### config.mk
export PLATFORM = sky130hd
export DESIGN_NAME = ccd_pixel_reader
export DESIGN_NICKNAME = d
export VERILOG_FILES = /design/src/rtl/ccd_pixel_reader.sv
export SDC_FILE = /design/constraint.sdc
export NUM_CORES = 1
export LEC_CHECK = 0
export ABC_AREA = 1
export ABC_CLOCK_PERIOD_IN_PS = 2300
export BUFFER_PORTS_ARGS = -buffer_cell sky130_fd_sc_hd__buf_2
export CAP_MARGIN = 20
export CORE_MARGIN = 3
export CORE_UTILIZATION = 59
export CTS_CLUSTER_DIAMETER = 120
export CTS_CLUSTER_SIZE = 20
export DETAILED_ROUTE_END_ITERATION = 12
export MAX_ROUTING_LAYER = met4
export PLACE_DENSITY = 0.78
export SYNTH_ARGS = -nofsm -noshare
export SYNTH_HDL_FRONTEND = slang
export SYNTH_SLANG_ARGS = --single-unit
### constraint.sdc
create_clock -name Master_clk -period 2.3 [get_ports Master_clk]
set_clock_uncertainty 0.2 [all_clocks]
set_input_delay 0.23 -clock Master_clk [delete_from_list [all_inputs] [get_ports Master_clk]]
set_output_delay 0.23 -clock Master_clk [all_outputs]
set_load 0.03 [all_outputs]
### src/rtl/ccd_pixel_reader.sv
`default_nettype none
// ============================================================================
//  Module   : ccd_pixel_reader
//  Purpose  : Frames one linear-CCD readout line from the ADC strobe stream,
//             estimates the dark level from shielded elements, and emits
//             dark-subtracted, indexed active pixels.
//  Revision : 1.0 - initial release
// ============================================================================
module ccd_pixel_reader #(
  parameter int ADC_W      = 12,
  parameter int TOTAL_PIX  = 3694,
  parameter int LEAD_DUMMY = 32,
  parameter int ACTIVE_PIX = 3648,
  parameter int DARK_START = 16,
  parameter int DARK_LOG2  = 3
) (
  input  logic             Master_clk,
  input  logic             rst,
  input  logic             ccd_icg,
  input  logic [ADC_W-1:0] adc_data,
  input  logic             adc_valid,
  output logic [ADC_W-1:0] pix_data,
  output logic [11:0]      pix_index,
  output logic             pix_valid,
  output logic             pix_sof,
  output logic             pix_eof,
  output logic [ADC_W-1:0] dark_level,
  output logic             busy,
  output logic             frame_done,
  output logic             frame_err
);

  localparam int CNT_W    = $clog2(TOTAL_PIX);
  localparam int ACC_W    = ADC_W + DARK_LOG2;
  localparam int DARK_CNT = 1 << DARK_LOG2;

  localparam logic [CNT_W-1:0] DARK_LO   = CNT_W'(DARK_START);
  localparam logic [CNT_W-1:0] DARK_HI   = CNT_W'(DARK_START + DARK_CNT);
  localparam logic [CNT_W-1:0] LEAD_CNT  = CNT_W'(LEAD_DUMMY);
  localparam logic [CNT_W-1:0] LEAD_LAST = CNT_W'(LEAD_DUMMY - 1);
  localparam logic [CNT_W-1:0] ACT_LAST  = CNT_W'(ACTIVE_PIX - 1);
  localparam logic [CNT_W-1:0] TOT_LAST  = CNT_W'(TOTAL_PIX - 1);

  typedef enum logic [1:0] {
    ST_IDLE   = 2'd0,
    ST_SKIP   = 2'd1,
    ST_ACTIVE = 2'd2,
    ST_TAIL   = 2'd3
  } state_t;

  state_t           state;
  logic             icg_q;
  logic [CNT_W-1:0] elem_cnt;
  logic [ACC_W-1:0] acc;

  logic             icg_rise;
  logic             icg_fall;
  logic             in_dark;
  logic [ACC_W-1:0] acc_next;
  logic [CNT_W-1:0] act_idx;
  logic [ADC_W-1:0] sub_pix;

  // Edge detection on the integration-clear gate
  assign icg_rise = ccd_icg & ~icg_q;
  assign icg_fall = ~ccd_icg & icg_q;

  // Dark window membership and running sum including the current sample
  assign in_dark  = (elem_cnt >= DARK_LO) && (elem_cnt < DARK_HI);
  assign acc_next = in_dark ? (acc + ACC_W'(adc_data)) : acc;

  // Active pixel index and floored dark subtraction
  assign act_idx  = elem_cnt - LEAD_CNT;
  assign sub_pix  = (adc_data >= dark_level) ? (adc_data - dark_level) : '0;

  // Line framing state machine with registered outputs
  always_ff @(posedge Master_clk) begin
    if (rst) begin
      state      <= ST_IDLE;
      icg_q      <= 1'b1;
      elem_cnt   <= '0;
      acc        <= '0;
      pix_data   <= '0;
      pix_index  <= '0;
      pix_valid  <= 1'b0;
      pix_sof    <= 1'b0;
      pix_eof    <= 1'b0;
      dark_level <= '0;
      busy       <= 1'b0;
      frame_done <= 1'b0;
      frame_err  <= 1'b0;
    end else begin
      icg_q      <= ccd_icg;
      pix_valid  <= 1'b0;
      pix_sof    <= 1'b0;
      pix_eof    <= 1'b0;
      frame_done <= 1'b0;
      frame_err  <= 1'b0;
      case (state)
        ST_IDLE: begin
          if (icg_rise) begin
            elem_cnt <= '0;
            acc      <= '0;
            busy     <= 1'b1;
            state    <= ST_SKIP;
          end
        end
        ST_SKIP: begin
          if (icg_fall) begin
            frame_err <= 1'b1;
            busy      <= 1'b0;
            state     <= ST_IDLE;
          end else if (adc_valid) begin
            elem_cnt <= elem_cnt + 1'b1;
            acc      <= acc_next;
            if (elem_cnt == LEAD_LAST) begin
              dark_level <= ADC_W'(acc_next >> DARK_LOG2);
              state      <= ST_ACTIVE;
            end
          end
        end
        ST_ACTIVE: begin
          if (icg_fall) begin
            frame_err <= 1'b1;
            busy      <= 1'b0;
            state     <= ST_IDLE;
          end else if (adc_valid) begin
            elem_cnt  <= elem_cnt + 1'b1;
            pix_valid <= 1'b1;
            pix_index <= 12'(act_idx);
            pix_data  <= sub_pix;
            pix_sof   <= (act_idx == '0);
            if (act_idx == ACT_LAST) begin
              pix_eof <= 1'b1;
              // No tail elements: the last active pixel also closes the line
              if (elem_cnt == TOT_LAST) begin
                frame_done <= 1'b1;
                busy       <= 1'b0;
                state      <= ST_IDLE;
              end else begin
                state <= ST_TAIL;
              end
            end
          end
        end
        ST_TAIL: begin
          if (icg_fall) begin
            frame_err <= 1'b1;
            busy      <= 1'b0;
            state     <= ST_IDLE;
          end else if (adc_valid) begin
            elem_cnt <= elem_cnt + 1'b1;
            if (elem_cnt == TOT_LAST) begin
              frame_done <= 1'b1;
              busy       <= 1'b0;
              state      <= ST_IDLE;
            end
          end
        end
        default: begin
          busy  <= 1'b0;
          state <= ST_IDLE;
        end
      endcase
    end
  end

endmodule
`default_nettype wire

* Yosys cells after proc, flatten, opt, wreduce, memory -nomap -nowiden
Cells that the tools add are included.
** Storage, ports and cells
- Register bits :: 72
- Bits in latches :: 0
- RAM bits :: 0
- Memory bits (read-only) :: 0
- Word-level logic and storage cells :: 104
- Memories kept :: 0
** Cells by class
- Add/subtract/negate cells :: 4
- $mul :: 0
- Div/mod/pow operators :: 0
- $lt $le $gt $ge :: 3
- Equal/unequal tests :: 19
- Shift operators :: 0
- Multiplexer cells :: 41
- Bitwise operators :: 8
- Reduce and logical (&&, ||, !) cells :: 15
** Operators with widths (number)
- two-way mux 15 bit :: 4
- two-way mux 12 bit :: 4
- one-hot mux 15 bit (2 select lines) :: 1
- == test 12 bit (second input constant) :: 2
- one-hot mux 12 bit (2 select lines) :: 1
- two-way mux 2 bit :: 11
- != test 3 bit (second input constant) :: 6
- two-way mux 1 bit :: 17
- adder 15 x 12 -> 15 bit :: 1
- adder 12 x 1 -> 12 bit (second input constant) :: 1
- == test 12 x 5 -> 1 bit (second input constant) :: 1
- >= comparator 12 bit :: 1
- >= comparator 12 x 5 -> 1 bit (second input constant) :: 1
- zero test 12 bit :: 1
- < comparator 12 x 5 -> 1 bit (second input constant) :: 1
- != test 2 bit (second input constant) :: 6
- subtractor 12 bit :: 1
- subtractor 12 x 6 -> 12 bit (second input constant) :: 1
- AND reduction 5 bit :: 2
- one-hot mux 2 bit (4 select lines) :: 1
- AND reduction 4 bit :: 2
- AND reduction 7 bit :: 1
- NOT 1 bit :: 6
- AND reduction 3 bit :: 2
- other kinds (12) :: 15

* Depth between registers and ports, before layout
- Word-level depth :: 6
- Depth in mapped cells :: 13
- Mapped depth without buffers :: 13

* Worst setup path before layout
Ideal clock, no wire load.
- Path kind :: reg2reg
- Start :: register dark_level[0]
- End :: register pix_data[10]
- Library setup time :: 0.124 ns
- Data arrival time :: 1.854 ns
- Slack :: 0.123 ns
- Cell stages (with the launch flop) :: 10
- Clock period less this slack :: 2.177 ns
- Path through :: dfxtp_1 ha_1 inv_1 fa_1 nand3_1 nand2_1 nand3_1 nand4_1 nand2_1 o21ai_0
** Between the ends
- Word-level cells in the longest chain between the ends :: 2
- Elaborated cells on any way between the ends :: 3
- Classes of those cells :: add/sub: 1; order compare: 1; mux: 1
** RTL lines
- start, declared :: RTL line 27 : output logic [ADC_W-1:0] dark_level,
- start signal, assigned :: RTL line 116 : dark_level <= ADC_W'(acc_next >> DARK_LOG2);
- subtractor 12 bit / >= comparator 12 bit (equally long branches) :: RTL line 73 : assign sub_pix = (adc_data >= dark_level) ? (adc_data - dark_level) : '0;
- two-way mux 12 bit * :: RTL line 73
- end signal, assigned :: RTL line 130 : pix_data <= sub_pix;
- end, declared :: RTL line 22 : output logic [ADC_W-1:0] pix_data,
Every way passes the cells marked *; elsewhere a longest branch is shown, timed or not.
A chain may end at the register's enable or synchronous reset.

* Final worst setup path
- Start :: register dark_level[0]
- End :: register pix_data[6]
The elaborated chain is that of the path after synthesis.

==> results.sh <==
export IMPL_cts_root_buf="clkbuf_8"
export IMPL_ys_top_cells_by_area="dfxtp_1 31%, nand2_1 14%, ha_1 7.9%"
export IMPL_finalWorstSetupSlack_ns=0.128
export IMPL_synthAdderAreaFrac=0.0875
export IMPL_synth_top_area_share=0.313
export IMPL_yosysWarnings=0
export IMPL_nets=796
export IMPL_required_ns=2.34
export IMPL_synth_xor_area_frac=0.0321
export IMPL_finalNonFillerCells=853
export IMPL_final_fill_count=695
export IMPL_cts_clk_slew_worst_paths_ns=0.09
export IMPL_path_buf_inv=1
export IMPL_synth_main_ff_cell="dfxtp_1"
export IMPL_relSlewSlack=0.701
export IMPL_setup_viol_count_final=0
export IMPL_yosysSeqAreaShare=0.313
export IMPL_dpl_cell_count=835
export IMPL_end_kind="register"
export IMPL_ys_async_sr_fraction=0
export IMPL_timing_hold_ws_ns=0.0848
export IMPL_placed_area_mm2=0.00502
export IMPL_final_area_mm2=0.00521
export IMPL_die_w_um=94.3
export IMPL_hpwl_mm=9.61
export IMPL_wl_per_cell_um=14.2
export IMPL_finalMaxSlewViolations=0
export IMPL_yosysUniqueCellTypes=45
export IMPL_max_stage_delay_ns=0.41
export IMPL_regToRegEndpoint="pix_data[6]"
export IMPL_synth_top_family_by_area="simple AND/OR/NAND/NOR gates"
export IMPL_holdPathStages=2
export IMPL_io_buffers=57
export IMPL_coreArea_mm2=0.00741
export IMPL_hold_viol=0
export IMPL_drive_gt1_frac=0.168
export IMPL_power_density_mw_per_mm2=576
export IMPL_crit_fanout=7
export IMPL_ant_nets=0
export IMPL_clock_latency_ns=0.35
export IMPL_p_leak_nw=2.53
export IMPL_tns_ns=0
export IMPL_fin_util=0.704
export IMPL_vdd_drop_max_mv=0.310
export IMPL_ys_seq_elements=72
export IMPL_critPathTopFamily="simple AND/OR/NAND/NOR gates"
export IMPL_syn_area_per_cell_um2=6.75
export IMPL_synthMuxAreaShare=0
export IMPL_period_minus_slack_ns=2.17
export IMPL_worstPathCellList="ha_1, inv_1, fa_1, nand3_1, nand2_1, nand3_1, nand4_1, nand2_2, o21ai_0"
export IMPL_ff2ff_path_depth=9
export IMPL_row_count=31
export IMPL_r2r_start="dark_level[0]"
export IMPL_gp_congestion=0.940
export IMPL_fp_dieH_um=94.3
export IMPL_cp_start_kind="register"
export IMPL_grt_max_degree=26
export IMPL_grt_overflow=0
export IMPL_cts_sinks=72
export IMPL_synth_compound_area_frac=0.133
export IMPL_dieArea_mm2=0.00890
export IMPL_cap_violations=0
export IMPL_cp_startpoint="dark_level[0]"
export IMPL_first_pass_iters=5
export IMPL_wirelength_mm=12.1
export IMPL_dr_total_vias=4614
export IMPL_synth_area_leader_cell="dfxtp_1"
export IMPL_synth_edff_count=0
export IMPL_synthSimpleGateAreaFrac=0.334
export IMPL_cp_common_cell="nand3_1"
export IMPL_cts_tree="built"
export IMPL_drt_iter0_drc=286
export IMPL_worstPathArrival_ns=2.21
export IMPL_drc=0
export IMPL_tightestPinTransition_ns=0.449
export IMPL_synth_cells=682
export IMPL_start_util=0.621
export IMPL_antenna_cells=0
export IMPL_period_share=0.944
export IMPL_grt_antenna_before_repair=0
export IMPL_regToRegSetupSlack_ns=0.13
export IMPL_status="finished, final reports clean"
export IMPL_total_power_mw=3.00
export IMPL_io_pin_count=58
export IMPL_grt_usage=0.290
export IMPL_viasPerCell=5.41
export IMPL_max_freq_ghz=0.460
export IMPL_synthTopCellsByCount="169 x nand2_1, 92 x inv_1, 72 x dfxtp_1, 60 x a21oi_1, 55 x nand3_1"
export IMPL_worstHoldStart="rst"
export IMPL_place_ws_ns=0.0869
export IMPL_clk_path_buf_depth=2
export IMPL_grt_pass1_wl_mm=19.7
export IMPL_cts_max_level=3
export IMPL_rsz0062_at_grt="false"
export IMPL_cts_buffers=9
export IMPL_hp_class="input port to register"
export IMPL_cp_slowest_cell="fa_1"
export IMPL_area_growth_pct=13.3
export IMPL_whs_endpoint="pix_data[9]"
export IMPL_synth_area_mm2=0.00460
export IMPL_grt_pass1_vias=4132
export IMPL_yosys_cell_count_top_type="nand2_1"
export IMPL_syn_nets=729
export IMPL_path_class="register to register"
[flip-flops by register name, summed over array words and instances, names as in the netlist, 2 cells and up]
register / count
state: 2
dark_level: 12
acc: 15
elem_cnt: 12
pix_index: 12
pix_data: 12
[worst max-delay path by stage]
| stage | to | slack, ns | cells after the start |
|---|---|---|---|
| floorplan | pix_data[10] | 0.12 | 9 |
| global placement | pix_data[6] | 0.17 | 11 |
| detailed placement | dark_level[9] | 0.09 | 11 |
| CTS | dark_level[9] | 0.12 | 10 |
| global route | pix_data[6] | 0.02 | 9 |
| finish | pix_data[6] | 0.13 | 9 |
[worst reg2reg max path, cell delays in order (launching register included)]
cell and delay, ns:
dfxtp_1 0.35, ha_1 0.15, inv_1 0.07, fa_1 0.41, nand3_1 0.09, nand2_1 0.12, nand3_1 0.10, nand4_1 0.26
nand2_2 0.22, o21ai_0 0.10
[timing repair]
action                     in CTS  in global routing
hold buffers                    2                  0
setup endpoints to repair       0                  2
gates resized for setup         0                  2
setup buffers                   0                  0
hold endpoints to repair        3                  0
[report_power, final]
part	internal [mW]	switching [mW]
logic	0.220	0.496
registers	1.32	0.0525
clock network	0.395	0.518
total	1.94	1.07
[cell type report]
class	count	area [µm²]	share of cell area
tap	99	124	0.0238
clock buffer	10	128	0.0245
timing repair buffer	69	380	0.0730
multi-input combinational	493	2710	0.519
sequential	72	1440	0.276
inverter	104	390	0.0749
clock inverter	6	45.0	0.00864
[logic make-up after synthesis]
family          after synthesis
simple gates                332
flops                        72
buf+inv                     117
xor+xnor                     16
fa+ha+maj                    31
compound gates              114
[placed cells by master, fill, tap and decap left out, drive strengths merged]
cell type / n
a21oi: 61
or2: 6
o211ai: 1
nand3: 59
nor3b: 1
o21bai: 2
xor2: 8
nand3b: 3
a21o: 1
nand4: 13
clkinv: 2
nand2: 174
o21a: 1
nor2: 64
dlygate4sd3: 2
fa: 2
dfxtp: 72
o2111ai: 1
xnor2: 8
a221oi: 1
a21boi: 1
o21ai: 40
buf: 67
ha: 29
inv: 105
nor3: 11
nor4: 1
a31oi: 2
a211oi: 3
clkinvlp: 3
clkbuf: 10
[per-layer routing]
layer	up-vias	GRT usage	routed length, µm
li1	2341	-	-
met1	2090	0.400	5810
met2	166	0.434	5260
met3	17	0.0537	901
met4	0	0.0818	165
met5	-	-	0
(Power assumes the default switching activity.)
